`config.mk`:
```
export PLATFORM = sky130hd
export DESIGN_NAME = fetch_ctrl_flat
export DESIGN_NICKNAME = d
export VERILOG_FILES = /design/src/rtl/fetch_pkg.sv /design/src/rtl/fetch_ctrl_if.sv /design/src/rtl/fetch_ctrl.sv /design/src/flat_wrapper.sv
export SDC_FILE = /design/constraint.sdc
export NUM_CORES = 1
export LEC_CHECK = 0
export ABC_AREA = 0
export BUFFER_PORTS_ARGS = -buffer_cell sky130_fd_sc_hd__buf_4
export CORE_MARGIN = 5
export CORE_UTILIZATION = 45
export DETAILED_ROUTE_END_ITERATION = 8
export PLACE_DENSITY = 0.69
export SETUP_SLACK_MARGIN = 0.3
export SLEW_MARGIN = 10
export SYNTH_ARGS = -nofsm -noshare
export SYNTH_HDL_FRONTEND = slang
export SYNTH_SLANG_ARGS = --single-unit
```
`constraint.sdc`:
```
create_clock -name clk -period 3.6 [get_ports clk]
set_input_delay 0.36 -clock clk [delete_from_list [all_inputs] [get_ports clk]]
set_output_delay 0.36 -clock clk [all_outputs]
set_load 0.1 [all_outputs]
```
`src/rtl/fetch_pkg.sv`:
```
// Shared types and constants for the PC sequencer / fetch controller.
package fetch_pkg;

  typedef enum logic [2:0] {
    IDLE,
    REQ,
    WAIT_R,
    HOLD,
    HALT
  } fetch_state_t;

  localparam logic        RESP_OKAY        = 1'b0;
  localparam logic        RESP_ERR         = 1'b1;
  localparam logic [31:0] DEFAULT_RESET_PC = 32'h8000_0000;
  localparam logic [31:0] PC_STEP          = 32'd4;

endpackage

```
`src/rtl/fetch_ctrl_if.sv`:
```
// Bundle of the IFU read channels, decoder handshake and redirect port.
interface fetch_ctrl_if;
  // Every valid/ready pair transfers on a rising clk edge where both are 1;
  // once raised, valid holds (with its payload stable) until that edge.
  logic [31:0] araddr;
  logic        arvalid;
  logic        arready;
  logic [31:0] rdata;
  logic        rresp;
  logic        rvalid;
  logic        rready;
  logic [31:0] inst;
  logic [31:0] inst_pc;
  logic        inst_fault;
  logic        inst_valid;
  logic        inst_ready;
  logic        redirect_valid;
  logic [31:0] redirect_pc;

  modport master (
    output araddr, arvalid, rready, inst, inst_pc, inst_fault, inst_valid,
    input  arready, rdata, rresp, rvalid, inst_ready, redirect_valid, redirect_pc
  );

  modport slave (
    input  araddr, arvalid, rready, inst, inst_pc, inst_fault, inst_valid,
    output arready, rdata, rresp, rvalid, inst_ready, redirect_valid, redirect_pc
  );
endinterface

```
`src/rtl/fetch_ctrl.sv`:
```
// PC sequencer: one outstanding instruction read at a time, handed to the
// decoder over valid/ready, with redirects that drain stale fetches.
module fetch_ctrl
  import fetch_pkg::*;
#(
  parameter logic [31:0] RESET_PC = DEFAULT_RESET_PC,
  parameter int          INST_W   = 32
) (
  input  logic         clk,
  input  logic         rst,
  fetch_ctrl_if.master fc_if,
  output fetch_state_t state_o
);

  fetch_state_t      state_q, state_d;
  logic [INST_W-1:0] pc_q, pc_d;
  logic [INST_W-1:0] redir_pc_q, redir_pc_d;
  logic [INST_W-1:0] inst_q, inst_d;
  logic [INST_W-1:0] inst_pc_q, inst_pc_d;
  logic              inst_fault_q, inst_fault_d;
  logic              drop_q, drop_d;
  logic              ar_fire;
  logic              r_fire;

  assign ar_fire = fc_if.arvalid && fc_if.arready;
  assign r_fire  = fc_if.rvalid && fc_if.rready;

  always_ff @(posedge clk or posedge rst) begin
    if (rst) begin
      state_q      <= IDLE;
      pc_q         <= RESET_PC;
      redir_pc_q   <= '0;
      drop_q       <= 1'b0;
      inst_q       <= '0;
      inst_pc_q    <= RESET_PC;
      inst_fault_q <= RESP_OKAY;
    end else begin
      state_q      <= state_d;
      pc_q         <= pc_d;
      redir_pc_q   <= redir_pc_d;
      drop_q       <= drop_d;
      inst_q       <= inst_d;
      inst_pc_q    <= inst_pc_d;
      inst_fault_q <= inst_fault_d;
    end
  end

  always_comb begin
    state_d      = state_q;
    pc_d         = pc_q;
    redir_pc_d   = redir_pc_q;
    drop_d       = drop_q;
    inst_d       = inst_q;
    inst_pc_d    = inst_pc_q;
    inst_fault_d = inst_fault_q;

    unique case (state_q)
      IDLE: begin
        state_d = REQ;
        if (fc_if.redirect_valid) pc_d = fc_if.redirect_pc;
      end
      REQ: begin
        // pc must not move while arvalid is up, so the target is parked.
        if (fc_if.redirect_valid) begin
          redir_pc_d = fc_if.redirect_pc;
          drop_d     = 1'b1;
        end
        if (ar_fire) state_d = WAIT_R;
      end
      WAIT_R: begin
        if (fc_if.redirect_valid) begin
          redir_pc_d = fc_if.redirect_pc;
          drop_d     = 1'b1;
        end
        if (r_fire) begin
          if (fc_if.redirect_valid) begin
            pc_d    = fc_if.redirect_pc;
            drop_d  = 1'b0;
            state_d = REQ;
          end else if (drop_q) begin
            pc_d    = redir_pc_q;
            drop_d  = 1'b0;
            state_d = REQ;
          end else begin
            inst_d       = fc_if.rdata;
            inst_fault_d = fc_if.rresp;
            inst_pc_d    = pc_q;
            state_d      = HOLD;
          end
        end
      end
      HOLD: begin
        if (fc_if.redirect_valid) begin
          pc_d    = fc_if.redirect_pc;
          state_d = REQ;
        end else if (fc_if.inst_ready) begin
          if (inst_fault_q == RESP_ERR) begin
            state_d = HALT;
          end else begin
            pc_d    = pc_q + PC_STEP;
            state_d = REQ;
          end
        end
      end
      HALT: begin
        if (fc_if.redirect_valid) begin
          pc_d    = fc_if.redirect_pc;
          state_d = REQ;
        end
      end
      default: state_d = IDLE;
    endcase
  end

  assign fc_if.araddr     = pc_q;
  assign fc_if.arvalid    = (state_q == REQ);
  assign fc_if.rready     = (state_q == WAIT_R);
  assign fc_if.inst_valid = (state_q == HOLD);
  assign fc_if.inst       = inst_q;
  assign fc_if.inst_pc    = inst_pc_q;
  assign fc_if.inst_fault = inst_fault_q;
  assign state_o          = state_q;

endmodule

```
`src/flat_wrapper.sv`:
```
// flat-port wrapper written by rule: the top's interface ports become plain ports
module fetch_ctrl_flat import fetch_pkg::*;
#(
  parameter logic [31:0] RESET_PC = DEFAULT_RESET_PC,
  parameter int          INST_W   = 32
)
  (clk, rst, state_o, fc_if_araddr, fc_if_arvalid, fc_if_rready, fc_if_inst, fc_if_inst_pc, fc_if_inst_fault, fc_if_inst_valid, fc_if_arready, fc_if_rdata, fc_if_rresp, fc_if_rvalid, fc_if_inst_ready, fc_if_redirect_valid, fc_if_redirect_pc);
  fetch_ctrl_if fc_if_i ();
  input  logic clk;
  input  logic rst;
  output fetch_state_t state_o;
  output wire logic [$bits(fc_if_i.araddr)-1:0] fc_if_araddr;
  output wire logic [$bits(fc_if_i.arvalid)-1:0] fc_if_arvalid;
  output wire logic [$bits(fc_if_i.rready)-1:0] fc_if_rready;
  output wire logic [$bits(fc_if_i.inst)-1:0] fc_if_inst;
  output wire logic [$bits(fc_if_i.inst_pc)-1:0] fc_if_inst_pc;
  output wire logic [$bits(fc_if_i.inst_fault)-1:0] fc_if_inst_fault;
  output wire logic [$bits(fc_if_i.inst_valid)-1:0] fc_if_inst_valid;
  input wire logic [$bits(fc_if_i.arready)-1:0] fc_if_arready;
  input wire logic [$bits(fc_if_i.rdata)-1:0] fc_if_rdata;
  input wire logic [$bits(fc_if_i.rresp)-1:0] fc_if_rresp;
  input wire logic [$bits(fc_if_i.rvalid)-1:0] fc_if_rvalid;
  input wire logic [$bits(fc_if_i.inst_ready)-1:0] fc_if_inst_ready;
  input wire logic [$bits(fc_if_i.redirect_valid)-1:0] fc_if_redirect_valid;
  input wire logic [$bits(fc_if_i.redirect_pc)-1:0] fc_if_redirect_pc;
  assign fc_if_araddr = fc_if_i.araddr;
  assign fc_if_arvalid = fc_if_i.arvalid;
  assign fc_if_rready = fc_if_i.rready;
  assign fc_if_inst = fc_if_i.inst;
  assign fc_if_inst_pc = fc_if_i.inst_pc;
  assign fc_if_inst_fault = fc_if_i.inst_fault;
  assign fc_if_inst_valid = fc_if_i.inst_valid;
  assign fc_if_i.arready = fc_if_arready;
  assign fc_if_i.rdata = fc_if_rdata;
  assign fc_if_i.rresp = fc_if_rresp;
  assign fc_if_i.rvalid = fc_if_rvalid;
  assign fc_if_i.inst_ready = fc_if_inst_ready;
  assign fc_if_i.redirect_valid = fc_if_redirect_valid;
  assign fc_if_i.redirect_pc = fc_if_redirect_pc;
  fetch_ctrl #(.RESET_PC(RESET_PC), .INST_W(INST_W)) u_core (.clk(clk), .rst(rst), .fc_if(fc_if_i), .state_o(state_o));
endmodule
```
Word-level counts from Yosys, hierarchy flattened
Cells that the tools add are included.
{"block": "op_classes", "addsub": 1, "n_eq_ne": 11, "n_mux": 22, "bitwise": 2, "n_reduce_logical": 11}
{"cell": "32-bit two-way mux", "n": 7}
{"cell": "32-bit case mux with 3 select lines", "n": 1}
{"cell": "32-bit by 3-bit adder with 32-bit output (second input constant)", "n": 1}
{"cell": "3-bit two-way mux", "n": 7}
{"cell": "3-bit case mux with 5 select lines", "n": 1}
{"cell": "4-bit AND reduction", "n": 2}
{"cell": "3-bit by 2-bit == test with 1-bit output (second input constant)", "n": 2}
{"cell": "2-bit inequality test (second input constant)", "n": 3}
{"cell": "3-bit inequality test (second input constant)", "n": 2}
{"cell": "6-bit AND reduction", "n": 1}
{"cell": "1-bit two-way mux", "n": 4}
{"cell": "2-bit OR reduction", "n": 2}
{"cell": "3-bit by 1-bit == test with 1-bit output (second input constant)", "n": 1}
{"cell": "3-bit == test (second input constant)", "n": 1}
{"cell": "3-bit zero test", "n": 1}
{"cell": "3-bit by 1-bit inequality test with 1-bit output (second input constant)", "n": 1}
{"cell": "3-bit nonzero test", "n": 1}
{"cell": "1-bit logical AND", "n": 2}
{"cell": "2-bit two-way mux", "n": 1}
{"cell": "2-bit by 1-bit inequality test with 1-bit output (second input constant)", "n": 1}
{"cell": "1-bit inverter", "n": 2}
{"cell": "1-bit case mux with 2 select lines", "n": 1}
{"cell": "2-bit AND reduction", "n": 1}
{"cell": "2-bit nonzero test", "n": 1}
{"block": "totals", "reg_bits": 133, "inputBits": 71, "output_inout_bits": 103}

Longest topological paths before layout
{"block": "logic_depth", "word_depth": 5, "ltp_mapped": 9, "ltp_nobuf": 7}

Worst setup path before layout
Ideal clock, no wire load.
{"block": "synth_path", "path_kind": "flip-flop to flip-flop", "startpoint": "register u_core.state_q[0] (netlist: u_core.state_o[0])", "endpoint": "register u_core.redir_pc_q[10]", "arrival_ns": 3.470, "path_slack_ns": 0.002, "stages_incl_launch_ff": 6, "period_less_slack_ns": 3.598, "cell_sequence": "dfrtp_1 -> buf_2 -> nor3b_2 -> o21ai_2 -> buf_2 -> mux2_1"}
{"block": "synth_via", "elab_chain_cells": 3}
{"item": "start: declaration", "line_no": "fetch_ctrl.sv:15", "text": "fetch_state_t state_q, state_d;"}
{"item": "start signal: assignment", "line_no": "fetch_ctrl.sv:38", "text": "state_q <= state_d;"}
{"item": "3-bit by 1-bit == test with 1-bit output"}
{"item": "net fc_if_arvalid", "line_no": "flat_wrapper.sv:13", "text": "output wire logic [$bits(fc_if_i.arvalid)-1:0] fc_if_arvalid;"}
{"item": "2-bit OR reduction (no line)"}
{"item": "2-bit AND reduction (no line)"}
{"item": "end signal: assignment", "line_no": "fetch_ctrl.sv:40", "text": "redir_pc_q <= redir_pc_d;"}
{"item": "end: declaration", "line_no": "fetch_ctrl.sv:17", "text": "logic [INST_W-1:0] redir_pc_q, redir_pc_d;"}
The timed path passes the listed nets, and every way through them passes these cells.
A chain may end at the register's enable or synchronous reset.

Worst setup path after layout
{"block": "layout_path", "startpoint": "register u_core.state_q[0] (netlist: u_core.state_o[0])", "endpoint": "output port fc_if_arvalid"}
{"block": "layout_via", "elab_chain_cells": 1}
{"item": "3-bit by 1-bit == test with 1-bit output", "line_no": "fetch_ctrl.sv:116", "text": "assign fc_if.arvalid = (state_q == REQ);"}
{"item": "end: declaration", "line_no": "flat_wrapper.sv:13"}
Every way passes these cells.

==> summary.md <==
| Metric | Value |
|---|---|
| Setup bufs post-CTS | 0 |
| Final wirelength | 18,100 um |
| Initial antenna violation count | 0 |
| Worst R2R Start | u_core.state_o[1] |
| Number of CTS-inserted buffers | 17 |
| Fin. Hold Viols | 0 |
| DRT Pass-1 Iters | 5 |
| Mapped Area | ~6400 um^2 |
| Post-layout min period | 2.62 ns |
| Most frequent cells in the layout | buf_4, dfrtp_1, mux2_1 |
| Hold WC Path Type | input port to asynchronous set/reset pin |
| I/O pins | 174 |
| Root Buffer | clkbuf_16 |
| Synth Flop Type | dfrtp_1 |
| Number of synthesized flops with an enable pin | 0 |
| Cell Rows | 43 |
| GRT Util Overall | roughly 22% |
| Bufs and invs on worst path | 2 |
| Crit Path Class | flop to output pin |
| Initial Util | a little under half |
| Actual slew at the worst max-slew pin | about 0.93 ns |
| Final setup viols | 0 |
| DR WL/cell | between 15 and 20 um |
| Area grow syn2layout | 32.6% |
| FF-to-FF path depth | 6 |
| Critical Path RT | about 3.2 ns |
| FF+latch area | 3330 um^2 |
| Largest delay contributor family on the critical path | flip-flops |
| Post-route ant nets | 0 |
| R2r endpoint | u_core.fc_if.araddr[11] |
| Total gr overflow | 0 |
| Fin area | between 8000 and 9000 um^2 |
| Fill cell count | between 1k and 1.5k |
| Max Slew Vio Count | 0 |
| RSZ-0062 raised after global routing | no |
| Vias post-DR | between 5k and 6k |
| Worst Setup Start Kind | flop |
| Vias/cell | between 5 and 6 |
| First-iteration detailed-routing DRC count | a little under 500 |
| Max stage delay on crit path | roughly 0.86 ns |
| Commonest non-fill, non-tap cell in the layout | buf_4 |
| Post-synth cell types | 56 |
| Mean Syn Cell Area | about 11 um^2 |
| Crit Path Max Fanout | 21 |
| Clock Sink Count | about 130 |
| RD Place Congestion | 0.957 |
| Core Footprint | 13,900 um^2 |
| Post-Syn Nets | 650 |
| Placed cell area | ~7900 um^2 |
| Clock-pin slew on the worst setup and hold paths | 0.06 ns |
| Worst endpoint data arrival time | ~2.3 ns |
| R2r setup slk | between 0.9 and 1 ns |
| Synth area leaders | dfrtp_1, mux2_1, nand2_1 |
| Setup TNS | 0 ns |
| Crit path top cell by count | buf_4 |
| Synth top area share | between 50% and 60% |
| Max-cap violations | 0 |
| Die H | approximately 130 um |
| Die area | 16,600 um^2 |
| Sequential fraction of the synthesis area | between 50 and 60% |
| Global-route wire length before repair | approximately 29,000 um |
| #FFs+latches synth | about 130 |
| CP cell instances | buf_4, nor3b_4, buf_4 |
| Worst setup EP type | output pin |
| Period utilization | between 70% and 80% |
| Die width | around 130 um |
| Clock buffer depth | 2 |
| I/O Buffers | roughly 170 |
| Final #Nets | roughly 820 |
| Clock latency on the worst-skew pair | 0.42 ns |
| CTS tree | done |
| Post-CTS Hold Buffers | 0 |
| FMAX | between 0.3 and 0.4 GHz |
| Status | completed |
| Multi-input gate area | ~2800 um^2 |
| Cells after Synth | 578 |
| Yosys Warn Count | 0 |
| Post-CTS Resized | 0 |
| Synth area leader | dfrtp_1 |
| Layout Skew | 0.00669 ns |
| Slew headroom | 38.3% |
| DRC viols | 0 |
| Slowest cell on crit path | dfrtp_1 |
| DPL Wire Length | between 10,000 and 15,000 um |
| Diode count | 0 |
| Largest net degree at the start of global routing | between 100 and 150 |
| Htree depth | 4 |
| Async SR Flop Fraction | 100% |
| Vias in the first global route | roughly 5.4k |
| Layout cell share with drive strength beyond 1 | a little under a third |
metrics by stage:
| step | hold slack [ns] | worst slack [ns] | util, % | cells |
|---|---|---|---|---|
| after global routing | 0.140 | 0.777 | 60.8 | 936 |
| final | 0.122 | 0.982 | 60.8 | 936 |
| after floorplan | 0.455 | 0.448 | - | 578 |
| after detailed placement | 0.482 | 1.06 | 56.7 | 907 |
| after global placement | 0.474 | 1.16 | 56.7 | 907 |
| after CTS | 0.137 | 0.996 | 60.8 | 936 |
worst max path at each step:
stage,from,end,slack (ns),cells past startpoint
CTS,u_core.state_o[0],fc_if_arvalid,1.0,3
global route,u_core.state_o[1],u_core.fc_if.araddr[11],0.78,6
detailed placement,u_core.state_o[0],u_core.redir_pc_q[8],1.06,5
finish,u_core.state_o[0],fc_if_arvalid,0.98,3
global placement,u_core.state_o[0],u_core.redir_pc_q[4],1.16,5
floorplan,u_core.state_o[0],u_core.redir_pc_q[10],0.45,5
cells by family after synthesis:
logic type / count (synthesis) / share of synthesized area [%]
fa+ha+maj: 1 / 0.197
simple gates: 139 / 11.1
xor+xnor: 2 / 0.275
mux: 93 / 16.5
flops: 133 / 52.3
compound gates: 160 / 16.3
buf+inv: 50 / 3.32
sequential cells by signal (all words and copies together), names as in the netlist:
| name | cells |
|---|---|
| u_core.fc_if.araddr | 32 |
| u_core.fc_if.inst | 32 |
| u_core.fc_if.inst_pc | 32 |
| u_core.redir_pc_q | 32 |
| u_core.state_o | 3 |
| u_core.drop_q | 1 |
| u_core.fc_if.inst_fault | 1 |
synthesized netlist by cell type (all sizes together), types with 2 or more instances:
master	instances
a221oi	13
mux2	93
o21ai	53
a22o	6
and2	2
a21o	2
o221ai	2
nor2	30
nor3b	3
o22ai	12
clkbuf	14
o31ai	4
dfrtp	131
nand3	9
and3	6
o22a	4
a21oi	28
a22oi	6
o41ai	3
and4	2
nand2	50
o31a	5
buf	24
a31oi	10
nand4	5
inv	12
nor2b	12
nor3	13
a222oi	5
nor4	2
dfstp	2
tightest hold or removal path, delay by kind of cell:
family | cells | cell delay, ns
buffers and inverters | 3 | 0.66
metal layers:
layer	GRT usage [%]	share of wire, %
met1	30.2	42
met4	9.39	2.3
met5	0	0
met2	35.3	48
met3	4.73	7.3
cell type report:
cell class                      count  area share, %
Tap cell                          180           2.67
Clock inverter                      9           1.56
Sequential cell                   133           39.4
Inverter                           12          0.578
Timing Repair Buffer              187           16.8
Clock buffer                       20           5.29
Multi-Input combinational cell    395           33.7
Power is not shown: default switching activity piles up to over one toggle a cycle in this logic, so the estimate is an artifact.
